**src/rtl/compare_and_swap_pkg.sv**
```systemverilog
// Shared helpers for the compare-and-swap cell.
// Holds the parameter legality check used at elaboration.
package compare_and_swap_pkg;

  function automatic bit cas_params_ok(
    input int width,
    input int t,
    input int b
  );
    return (width > 0) && (b >= 0) && (b <= t) && (t <= width - 1);
  endfunction

  function automatic int cas_key_w(
    input int t,
    input int b
  );
    return t - b + 1;
  endfunction

endpackage

```
**src/rtl/compare_and_swap_key_cmp.sv**
```systemverilog
// Swap decision for one compare-and-swap cell.
// Ports: k0_i/k1_i keys, eq_i full-word tie, swap_on_equal_i, swap_o.
module compare_and_swap_key_cmp #(
  parameter int key_w_p = 8,
  parameter int cond_p  = 0
) (
  input  logic [key_w_p-1:0] k0_i,
  input  logic [key_w_p-1:0] k1_i,
  input  logic               eq_i,
  input  logic               swap_on_equal_i,
  output logic               swap_o
);

  localparam logic cond_lp = (cond_p != 0);

  logic gt;
  logic tie_swap;

  assign gt       = (k0_i > k1_i);
  assign tie_swap = cond_lp & swap_on_equal_i & eq_i;
  assign swap_o   = gt | tie_swap;

endmodule

```
**src/rtl/compare_and_swap.sv**
```systemverilog
// Two-element compare-and-swap cell with optional output register.
// Ports: clk, reset, data_i[1:0], swap_on_equal_i, data_o[1:0], swapped_o.
module compare_and_swap
  import compare_and_swap_pkg::*;
#(
  parameter int width_p              = 8,
  parameter int t_p                  = width_p - 1,
  parameter int b_p                  = 0,
  parameter int cond_swap_on_equal_p = 0,
  parameter int pipeline_p           = 0
) (
  input  logic                    clk,
  input  logic                    reset,
  input  logic [1:0][width_p-1:0] data_i,
  input  logic                    swap_on_equal_i,
  output logic [1:0][width_p-1:0] data_o,
  output logic                    swapped_o
);

  generate
    if (!cas_params_ok(width_p, t_p, b_p)) begin : g_bad
      $error("compare_and_swap: illegal key field t_p=%0d b_p=%0d width_p=%0d",
             t_p, b_p, width_p);
      assign data_o    = '0;
      assign swapped_o = 1'b0;
      logic unused_ok;
      assign unused_ok = ^{clk, reset, data_i, swap_on_equal_i};
    end else begin : g_ok
      localparam int key_w_lp = cas_key_w(t_p, b_p);

      logic                    swap;
      logic                    words_eq;
      logic [1:0][width_p-1:0] data_n;

      // Tie test uses the whole word, not just the key.
      assign words_eq = (data_i[0] == data_i[1]);

      compare_and_swap_key_cmp #(
        .key_w_p (key_w_lp),
        .cond_p  (cond_swap_on_equal_p)
      ) u_cmp (
        .k0_i            (data_i[0][t_p:b_p]),
        .k1_i            (data_i[1][t_p:b_p]),
        .eq_i            (words_eq),
        .swap_on_equal_i (swap_on_equal_i),
        .swap_o          (swap)
      );

      assign data_n[0] = swap ? data_i[1] : data_i[0];
      assign data_n[1] = swap ? data_i[0] : data_i[1];

      if (pipeline_p != 0) begin : g_reg
        always_ff @(posedge clk) begin
          if (reset) begin
            data_o    <= '0;
            swapped_o <= 1'b0;
          end else begin
            data_o    <= data_n;
            swapped_o <= swap;
          end
        end
      end else begin : g_comb
        assign data_o    = data_n;
        assign swapped_o = swap;
        // Clock and reset have no role in the combinational build.
        logic unused_ok;
        assign unused_ok = ^{clk, reset};
      end
    end
  endgenerate

endmodule

```
**config.mk**
```make
export PLATFORM = sky130hd
export DESIGN_NAME = compare_and_swap
export DESIGN_NICKNAME = d
export VERILOG_FILES = /design/src/rtl/compare_and_swap_pkg.sv /design/src/rtl/compare_and_swap_key_cmp.sv /design/src/rtl/compare_and_swap.sv
export SDC_FILE = /design/constraint.sdc
export NUM_CORES = 1
export LEC_CHECK = 0
export ABC_CLOCK_PERIOD_IN_PS = 2450
export CAP_MARGIN = 40
export CORE_ASPECT_RATIO = 1.4
export CORE_UTILIZATION = 40
export DETAILED_ROUTE_END_ITERATION = 12
export PLACE_DENSITY = 0.81
export SETUP_SLACK_MARGIN = 0.15
export SYNTH_ARGS = -nofsm -noshare
export SYNTH_HDL_FRONTEND = slang
export SYNTH_SLANG_ARGS = --single-unit
export TNS_END_PERCENT = 10
```
**constraint.sdc**
```tcl
create_clock -name vclk -period 2.45
set_input_delay 0.49 -clock vclk [all_inputs]
set_output_delay 0.49 -clock vclk [all_outputs]
set_load 0.01 [all_outputs]
```
==> metrics.txt <==
post-DP HPWL 2259 um; Leakage Power 0.0006837 uW; CP max FO 5; Final Core Density 88.40%; drt first-iter violations 78; Gate Count Post-Synth 106; Worst-Margin Slew around 0.24 ns; sequential fraction of the synthesis area 0%; drt wl/cell ~23 um; Pwr Density about 300 nW/um^2; clock buffer count 0; minimum clock period after layout 2.731 ns; # diodes 0; ANT nets after route 0; HP Class primary input to output port; status complete, but fails checks; P&R area growth vs syn 105.3%; origin of the worst min-delay path data_i[9]; origin of the worst setup path data_i[9]; post-route setup slack -0.2815 ns; sequential cell count 0; Final Power between 400 and 500 uW; Total GRT Usage 42.52%; most frequent cells in the layout 44 x buf_4, 16 x nor2_1, 14 x buf_6; Final Slew Violations 0; # DRC 0; Crit path required time 1.96 ns; filler cell count 74; Worst Setup End Kind output port; Cell Area, Synth 775.7 um^2; IO buf count 33; endpoints failing setup 17; Avg Inst Size Synth 7.318 um^2; Die W 39.22 um; Core Region 1802 um^2; DRT Pass-1 Iters 5; DR vias 1394; Final Hold Viols 0; hold depth 3; max_slew headroom a little over four fifths; Post-CTS Hold Buffers 0; Die Height 54.11 um; failing checks negative setup slack; initial antenna violation count 0; IR drop worst, VDD between 150 and 200 uV; layout cell share with drive strength beyond 1 60.23%; total of max-cap violations 0; Crit path arrival time 2.24 ns; first-pass GRT wire length roughly 6400 um; vias in the first global route 1338; RePlAce Congestion 0.8192; Synth warnings 0; period utilisation layout 111.5%; commonest non-fill, non-tap cell in the layout buf_4; Via-to-Cell Ratio slightly above 7; nets roughly 200; fmax 366.1 MHz; synth unique cells 22; Syn Nets 133; Rows 18; Critical Path Source Type primary input; unrepaired setup endpoints after global routing yes; Min-Delay Endpoint data_o[9]; pre-CTS WS -1.055 ns; largest net degree at the start of global routing 17; Starting Density 43.06%; grt ovf 0; sequential cell area 0 um^2; final std cells w/o fill 196; DP Cell Count 185; kind of critical path primary input to output port; WL final around 4600 um; die footprint ~2100 um^2; IO Pins 36
==> where the power goes <==
part / switching, uW / leakage [uW] / internal, uW
combinational: 222 / 0.000684 / 247
sequential: 0 / 0 / 0
clock: 0 / 0 / 0
total: 222 / 0.000684 / 247
==> routing by layer <==
| metal | vias up | share of wire, % | track usage [%] |
|---|---|---|---|
| li1 | 587 | - | - |
| met1 | 660 | 36 | 46.81 |
| met2 | 114 | 51 | 80.28 |
| met3 | 33 | 6.9 | 3.719 |
| met4 | 0 | 6.5 | 16.09 |
| met5 | - | 0 | 0 |
==> cells by family after synthesis <==
logic type	after synthesis	synth area share, %
AND/OR/NAND/NOR	41	28.87
AO/OA/AOI/OAI	37	45.65
buffers and inverters	20	12.58
adder cells (fa/ha/maj)	8	12.90
==> cells in the mapped netlist (all sizes together) <==
| master | n | area [um^2] |
|---|---|---|
| nor2b | 1 | 6.260 |
| nand2b | 1 | 6.260 |
| o21ai | 2 | 10.01 |
| o21bai | 1 | 7.510 |
| a31o | 1 | 8.760 |
| a41oi | 8 | 70.07 |
| and2 | 1 | 6.260 |
| nand3 | 8 | 40.04 |
| nand4 | 2 | 12.51 |
| buf | 3 | 33.78 |
| nor2 | 16 | 60.06 |
| and4 | 2 | 17.52 |
| inv | 8 | 30.03 |
| clkbuf | 9 | 33.78 |
| a32oi | 8 | 70.07 |
| a211oi | 1 | 7.510 |
| nand2 | 1 | 3.750 |
| o221a | 16 | 180.2 |
| nand3b | 8 | 60.06 |
| ha | 8 | 100.1 |
| or4 | 1 | 11.26 |
==> worst max path at each step <==
stage | endpoint | slack, ns | cells past startpoint
after CTS | data_o[11] | -0.20 | 9
after detailed placement | data_o[13] | -1.06 | 9
final | data_o[1] | -0.28 | 9
after global routing | data_o[11] | -0.30 | 9
after floorplan | data_o[10] | -0.19 | 9
after global placement | data_o[1] | -1.02 | 9
==> final cells by class <==
type / instances / area, um^2 / area share, %
timing repair buffer: 82 / 664.4 / 41.71
inverter: 8 / 32.53 / 2.042
multi-input combinational: 86 / 870.8 / 54.67
tap: 20 / 25.02 / 1.571
==> per-stage QoR <==
step                      TNS, ns  hold slack, ns  instance area, um^2
after floorplan            -2.054           1.181                790.8
after global placement     -16.88           2.112                 1364
after detailed placement   -17.37           2.123                 1364
after CTS                  -2.791           1.375                 1560
after global routing       -4.590           1.368                 1593
final                      -4.300           1.368                 1593
==> repair_timing <==
item	in CTS	in global routing
gates resized for setup	150	10
endpoints found under the setup margin	17	17
endpoints found under the hold margin	0	0
pin swaps	10	4
setup buffers	10	1
==> critical path, stage by stage <==
cell,delay [ns]
buf_8,0.10
inv_4,0.05
ha_4,0.19
nor2b_4,0.12
or4_4,0.45
a31o_4,0.29
buf_6,0.14
o221a_4,0.27
buf_6,0.12
No activity file was read; power rests on OpenSTA's default activity.
